--- config.mk ---
export PLATFORM = sky130hd
export DESIGN_NAME = accum5
export DESIGN_NICKNAME = d
export VERILOG_FILES = /design/src/rtl/accum5.sv
export SDC_FILE = /design/constraint.sdc
export NUM_CORES = 1
export LEC_CHECK = 0
export BUFFER_PORTS_ARGS = -buffer_cell sky130_fd_sc_hd__buf_2
export CAP_MARGIN = 30
export CORE_ASPECT_RATIO = 0.5
export CORE_MARGIN = 2
export CORE_UTILIZATION = 41
export CTS_BUF_LIST = sky130_fd_sc_hd__clkbuf_16
export DETAILED_ROUTE_END_ITERATION = 10
export HOLD_SLACK_MARGIN = 0.08
export PLACE_DENSITY = 0.71
export SLEW_MARGIN = 40
export SYNTH_ARGS = -nofsm -noshare
export SYNTH_HDL_FRONTEND = slang
export SYNTH_SLANG_ARGS = --single-unit
--- constraint.sdc ---
create_clock -name Clk -period 0.8 [get_ports Clk]
set_input_delay 0.16 -clock Clk [delete_from_list [all_inputs] [get_ports Clk]]
set_output_delay 0.16 -clock Clk [all_outputs]
set_load 0.005 [all_outputs]
--- src/rtl/accum5.sv ---
// accum5: 4-bit registered ALU; result and flag load one cycle after inputs are sampled.
// No handshake or backpressure: every rising edge loads, except reserved modes, which hold the current value.
module accum5 (
    input  logic       Clk,
    input  logic       nReset,
    output logic [3:0] r,
    output logic       of,
    input  logic [3:0] a,
    input  logic [3:0] b,
    input  logic       cin,
    input  logic [3:0] m
);

    typedef enum logic [3:0] {
        OP_ADD  = 4'b0000,
        OP_SUB  = 4'b0001,
        OP_CMP  = 4'b0010,
        OP_AND  = 4'b0011,
        OP_OR   = 4'b0100,
        OP_NOT  = 4'b0101,
        OP_INC  = 4'b0110,
        OP_DEC  = 4'b0111,
        OP_SHL0 = 4'b1000,
        OP_SHL1 = 4'b1001,
        OP_SHR0 = 4'b1010,
        OP_SHR1 = 4'b1011
    } op_e;

    logic [3:0] r_q, r_d;
    logic       of_q, of_d;
    logic [4:0] sum5;
    logic [4:0] diff5;
    logic [4:0] inc5;
    logic [4:0] dec5;

    assign sum5  = {1'b0, a} + {1'b0, b} + {4'b0000, cin};
    // The difference spans -16..15, so bit 4 of the 5-bit result is exactly the borrow.
    assign diff5 = {1'b0, a} - {1'b0, b} - {4'b0000, cin};
    assign inc5  = {1'b0, a} + 5'd1;
    assign dec5  = {1'b0, a} - 5'd1;

    always_comb begin
        r_d  = r_q;
        of_d = of_q;
        case (m)
            OP_ADD:  begin r_d = sum5[3:0];  of_d = sum5[4];  end
            OP_SUB:  begin r_d = diff5[3:0]; of_d = diff5[4]; end
            OP_CMP:  begin r_d = {1'b0, a > b, a == b, a < b}; of_d = 1'b0; end
            OP_AND:  begin r_d = a & b; of_d = 1'b0; end
            OP_OR:   begin r_d = a | b; of_d = 1'b0; end
            OP_NOT:  begin r_d = ~a;    of_d = 1'b0; end
            OP_INC:  begin r_d = inc5[3:0]; of_d = inc5[4]; end
            OP_DEC:  begin r_d = dec5[3:0]; of_d = dec5[4]; end
            OP_SHL0: begin r_d = {a[2:0], 1'b0}; of_d = a[3]; end
            OP_SHL1: begin r_d = {a[2:0], 1'b1}; of_d = a[3]; end
            OP_SHR0: begin r_d = {1'b0, a[3:1]}; of_d = a[0]; end
            OP_SHR1: begin r_d = {1'b1, a[3:1]}; of_d = a[0]; end
            default: begin r_d = r_q; of_d = of_q; end
        endcase
    end

    always_ff @(posedge Clk or posedge nReset) begin
        if (nReset) begin
            r_q  <= 4'b0000;
            of_q <= 1'b0;
        end else begin
            r_q  <= r_d;
            of_q <= of_d;
        end
    end

    assign r  = r_q;
    assign of = of_q;

endmodule

==> flow_summary.json, run 1 <==
{
  "p_leak_nw": 0.933,
  "period_share_pct": 223,
  "slowest_stage": "fa_1",
  "die_x_um": 84.2,
  "synth-async-reset-ratio_pct": 100,
  "synth-seq-cells": 5,
  "worst_r2r_startpoint": "r[1]",
  "rows": 14,
  "worst_slack_ns": -0.983,
  "yosysWarnings": 0,
  "cts_made_buffers": 3,
  "setup_viol": 10,
  "path_cells": "buf_8 -> clkinvlp_4 -> fa_1 -> buf_6 -> ha_4 -> o21ai_2 -> a21bo_2 -> a41oi_2 -> nor2_1 -> o221a_1",
  "ys.flop_type": "dfrtp_1",
  "firstDrtPassIters": 4,
  "grt_pass1_wl_um": 6250,
  "drc_errors": 0,
  "cap_violations": 0,
  "routedWlPerCell_um": 16.3,
  "grt_overflow": 0,
  "root_buffer": "clkbuf_16",
  "portBuffers": 19,
  "worst_pin_slew_ns": 0.301,
  "drive_above_1_share_pct": 43.6,
  "crit_path_max_fanout": 3,
  "period_needed_ns": 1.78,
  "antenna_cells": 0,
  "initial_utilization_pct": 43.5,
  "die_area_um2": 3710,
  "status": "finished, violations left",
  "cts.sinks": 5,
  "dr_total_vias": 1378,
  "drt-total-wl_um": 4100,
  "ant_nets": 0,
  "critPathLaunchType": "primary input",
  "synthCells": 156,
  "path_class": "primary input to register",
  "required_ns": 0.91,
  "crit_path_max_incr_delay_ns": 0.56,
  "hp-class": "primary input to asynchronous set/reset pin",
  "relSlewSlack_pct": 79.6,
  "dp_cells": 242,
  "path_clk_slew_ns": 0.03,
  "globalRouteTotalUtil_pct": 21.9,
  "syn-cell-area_um2": 1320,
  "syn_avg_cell_area_um2": 8.45,
  "drtIter0Drc": 107,
  "p_total_mw": 2.37,
  "powerDensity_nw_per_um2": 1250,
  "vdd_drop_max_mv": 1.16,
  "core_area_um2": 3030,
  "syn_to_final_growth_pct": 43.9,
  "cts_tree": "yes",
  "hpwl_um": 2940,
  "postLayoutCellArea_um2": 1900,
  "arrival_ns": 1.90,
  "viasPerCell": 5.49,
  "hold_viol_final": 0,
  "grt_max_degree": 12,
  "clock_skew_ns": 0,
  "final_core_util_pct": 62.6,
  "place_area_um2": 1690,
  "stdcell_count": 251,
  "grt_pass1_vias": 1324,
  "syn_nets": 199,
  "rsz0062_at_grt": "true",
  "ioPinCount": 20,
  "drv_slew": 0,
  "synth_seq_area_share_pct": 9.49,
  "htree_levels": 1,
  "end_kind": "register",
  "gp_congestion": 1.00,
  "violations": "negative setup slack",
  "yosysUniqueCellTypes": 48,
  "die_y_um": 44.1,
  "cts_buffer_depth": 2,
  "antenna_found_initial": 0,
  "synth-edff-count": 0,
  "crit_start": "a[0]",
  "nets": 255,
  "max_freq_mhz": 561,
  "clk_latency_ns": 0.23
}
## state kept, by name (all words and copies together) (netlist names)
| signal | count |
|---|---|
| r | 4 |
| of | 1 |
## placed cells by master, fill, tap and decap left out, types with 2 or more instances in the layout
cell type	instances
ha_1	22
nand3_1	2
nand4_1	2
xnor2_2	2
buf_6	3
a21oi_1	10
mux2i_1	4
nor3_1	2
nand2_1	10
inv_2	3
dfrtp_1	5
o21ai_2	2
nand3b_1	2
and3_1	2
inv_1	18
xnor2_1	3
fa_1	2
o21ai_0	3
nor2_1	6
o21ai_1	3
fa_2	2
buf_4	42
ha_4	2
a31oi_1	2
xor2_1	4
a21oi_2	2
clkbuf_16	3
buf_2	16
nand2b_1	2
## final timing paths
kind                            endpoint  cells after the start  slack [ns]
worst max register to register      r[1]                      2       -0.05
worst min-delay path                r[3]                      3        0.38
max in group asynchronous           r[0]                      3        0.24
worst min register to register        of                      2        0.53
worst max-delay path                r[3]                     10       -0.98
min in group Clk                    r[0]                      4        0.46
## metal layers
metal | GRT usage, % | up-vias | routed length (um)
met5 | 0 | - | 0
met4 | 8.39 | 0 | 94
met3 | 4.10 | 11 | 224
met2 | 38.4 | 58 | 1900
met1 | 27.6 | 659 | 1880
li1 | - | 650 | -
## synthesized netlist by cell type (all sizes together), types with 3 or more instances
| cell type | number | area [um2] |
|---|---|---|
| a21oi | 12 | 63.8 |
| o21ai | 8 | 40.0 |
| nand2 | 10 | 37.5 |
| mux2i | 4 | 40.0 |
| fa | 4 | 80.1 |
| a31oi | 3 | 25.0 |
| xnor2 | 5 | 43.8 |
| xor2 | 4 | 35.0 |
| ha | 24 | 300 |
| buf | 9 | 75.1 |
| dfrtp | 5 | 125 |
| nor2 | 7 | 33.8 |
| nor3 | 3 | 20.0 |
| nand2b | 3 | 26.3 |
| inv | 21 | 78.8 |
| clkbuf | 3 | 11.3 |
## where the power goes
part / internal (mW) / leakage [nW] / switching, mW
Combinational: 0.607 / 0.832 / 0.608
Sequential: 0.303 / 0.0591 / 0.0236
Clock: 0.649 / 0.0423 / 0.180
## stage by stage
step	setup WS, ns	hold WS, ns	setup TNS [ns]
final	-0.983	0.379	-5.08
after detailed placement	-1.21	0.0665	-5.75
after floorplan	-0.984	-0.0615	-4.62
after global placement	-1.15	0.0685	-5.55
after global routing	-1.04	0.410	-5.50
after CTS	-0.970	0.390	-5.17
## what timing repair did
item	in CTS	in global routing
hold endpoints to repair	5	0
setup endpoints to repair	10	10
hold buffers	1	0
gates resized for setup	11	11
buffers inserted	4	0
pin swaps	9	6
## logic make-up after synthesis
kind of cell             count (synthesis)  share of synthesized area, %
adder cells (fa/ha/maj)                 28                          28.8
AO/OA/AOI/OAI                           41                          22.9
XOR/XNOR                                 9                          5.98
multiplexers                             4                          3.04
AND/OR/NAND/NOR                         36                          17.3
flip-flops                               5                          9.49
buffers and inverters                   33                          12.5
## critical path, delay by kind of cell
family	cells	cell delay (ns)
buffers and inverters	3	0.29
AND/OR/NAND/NOR	1	0.08
adder cells (fa/ha/maj)	2	0.67
AO/OA/AOI/OAI	4	0.68
## final cells by class
| type | count | area [um2] |
|---|---|---|
| multi-input cells | 118 | 1110 |
| inverters | 21 | 82.6 |
| repair buffers | 63 | 454 |
| well taps | 40 | 50.0 |
| clock buffers | 3 | 75.1 |
| clock inverters | 1 | 3.75 |
| flip-flops and latches | 5 | 125 |
| fillers | 252 | 1130 |
(Power assumes the default switching activity.)
==> run 2, diff against run 1 <==
--- a/config.mk
+++ b/config.mk
@@ -7,13 +7,12 @@
 export LEC_CHECK = 0
 export BUFFER_PORTS_ARGS = -buffer_cell sky130_fd_sc_hd__buf_2
 export CAP_MARGIN = 30
-export CORE_ASPECT_RATIO = 0.5
 export CORE_MARGIN = 2
-export CORE_UTILIZATION = 41
+export CORE_UTILIZATION = 52
 export CTS_BUF_LIST = sky130_fd_sc_hd__clkbuf_16
 export DETAILED_ROUTE_END_ITERATION = 10
 export HOLD_SLACK_MARGIN = 0.08
-export PLACE_DENSITY = 0.71
+export PLACE_DENSITY = 0.85
 export SLEW_MARGIN = 40
 export SYNTH_ARGS = -nofsm -noshare
 export SYNTH_HDL_FRONTEND = slang
==> flow_summary.json, run 2 (synthesized netlist as in run 1, its figures left out) <==
{
  "status": "finished, violations left",
  "violations": "negative setup slack",
  "grt_pass1_vias": 1316,
  "cap_violations": 0,
  "clock_skew_ns": 0,
  "power.share.clock_pct": 35.5,
  "portBuffers": 19,
  "worst_slack_ns": -0.988,
  "drt-total-wl_um": 3750,
  "swShare_pct": 33.1,
  "cts_buffer_depth": 2,
  "drc_errors": 0,
  "p_leak_nw": 0.947,
  "hp-class": "primary input to asynchronous set/reset pin",
  "htree_levels": 1,
  "postLayoutCellArea_um2": 1900,
  "final_common_cell": "buf_4",
  "gp_congestion": 0.969,
  "place_area_um2": 1720,
  "critPathLaunchType": "primary input",
  "grt_pass1_wl_um": 5720,
  "end_kind": "register",
  "final_core_util_pct": 78.1,
  "post-place-ws_ns": -1.22,
  "fin_setup_tns_ns": -4.78,
  "most-common-layout-cells": "buf_4, ha_1, inv_1, buf_2",
  "p_int_mw": 1.57,
  "crit_path_max_fanout": 4,
  "path_clk_slew_ns": 0.04,
  "ioPinCount": 20,
  "period_needed_ns": 1.79,
  "cts.sinks": 5,
  "drtIter0Drc": 59,
  "p_seq_share_pct": 13.9,
  "die_x_um": 54.4,
  "syn_to_final_growth_pct": 44.0,
  "hold_viol_final": 0,
  "dr_total_vias": 1366,
  "rows": 18,
  "dp_cells": 236,
  "initial_utilization_pct": 54.2,
  "ant_nets": 0,
  "grt_overflow": 0,
  "core_area_um2": 2430,
  "grt_max_degree": 15,
  "routedWlPerCell_um": 15.2,
  "largest_reg_flops": 4,
  "relSlewSlack_pct": 79.8,
  "cts_made_buffers": 3,
  "period_share_pct": 224,
  "p_total_mw": 2.34,
  "arrival_ns": 1.93,
  "viasPerCell": 5.55,
  "max_freq_mhz": 559,
  "p_comb_share_pct": 50.5,
  "firstDrtPassIters": 4,
  "clk_latency_ns": 0.23,
  "drive_above_1_share_pct": 44.4,
  "die_area_um2": 2960,
  "cts_tree": "yes",
  "vdd_drop_max_mv": 1.41,
  "required_ns": 0.95,
  "fillers": 162,
  "nets": 260,
  "die_y_um": 54.4,
  "root_buffer": "clkbuf_16",
  "worst_pin_slew_ns": 0.302,
  "drv_slew": 0,
  "stdcell_count": 246,
  "globalRouteTotalUtil_pct": 26.8,
  "powerDensity_nw_per_um2": 1230,
  "setup_viol": 10,
  "path_class": "primary input to register",
  "p_sw_mw": 0.773,
  "hpwl_um": 2800,
  "rsz0062_at_grt": "true",
  "antenna_cells": 0,
  "antenna_found_initial": 0,
  "holdWs_ns": 0.370
}
==> run 2: worst paths after layout <==
kind / startpoint / end / slack, ns / cells after the start
setup / recovery: a[0] / r[0] / -0.99 / 9
hold / removal: nReset / r[3] / 0.37 / 3
setup reg to reg: r[2] / r[2] / -0.03 / 3
min in group Clk: m[1] / r[0] / 0.49 / 4
hold reg to reg: of / of / 0.55 / 2
max in group asynchronous: nReset / of / 0.25 / 3
==> run 2: routing by layer <==
layer  up-vias  GRT usage, %  routed length (um)
li1        658             -                   -
met2        62          48.4                1860
met4         0          11.7                  68
met1       637          30.7                1590
met3         9          4.37                 229
met5         -             0                   0
==> run 2: layout make-up <==
cell class                 count  area, um2  area share [%]
clock inverter                 1       3.75           0.198
inverter                      21       82.6            4.35
timing repair buffer          68        490            25.8
tap                           30       37.5            1.98
multi-input combinational    118       1080            57.1
clock buffer                   3       75.1            3.95
sequential                     5        125            6.59
==> run 2: timing repair <==
action,CTS,global route
gates resized for setup,10,6
buffers inserted,5,0
pin swaps,10,8
endpoints found under the hold margin,5,0
hold buffers,1,0
endpoints found under the setup margin,10,10
==> run 2: worst max-delay path, stage by stage <==
cell and delay, ns:
buf_8 0.08, clkinvlp_4 0.11, fa_2 0.58, inv_2 0.06, ha_4 0.21, xnor2_2 0.12, o311ai_2 0.27, o21ai_1 0.14
a31oi_1 0.20
==> run 2: power groups by stage <==
| stage | Sequential (mW) | Clock (mW) | Combinational [mW] |
|---|---|---|---|
| after floorplan | 0.334 | 0 | 0.609 |
| after global placement | 0.327 | 0 | 1.00 |
| after detailed placement | 0.331 | 0 | 1.04 |
| after CTS | 0.327 | 0.832 | 1.13 |
| after global routing | 0.335 | 0.855 | 1.28 |
| final | 0.326 | 0.831 | 1.18 |
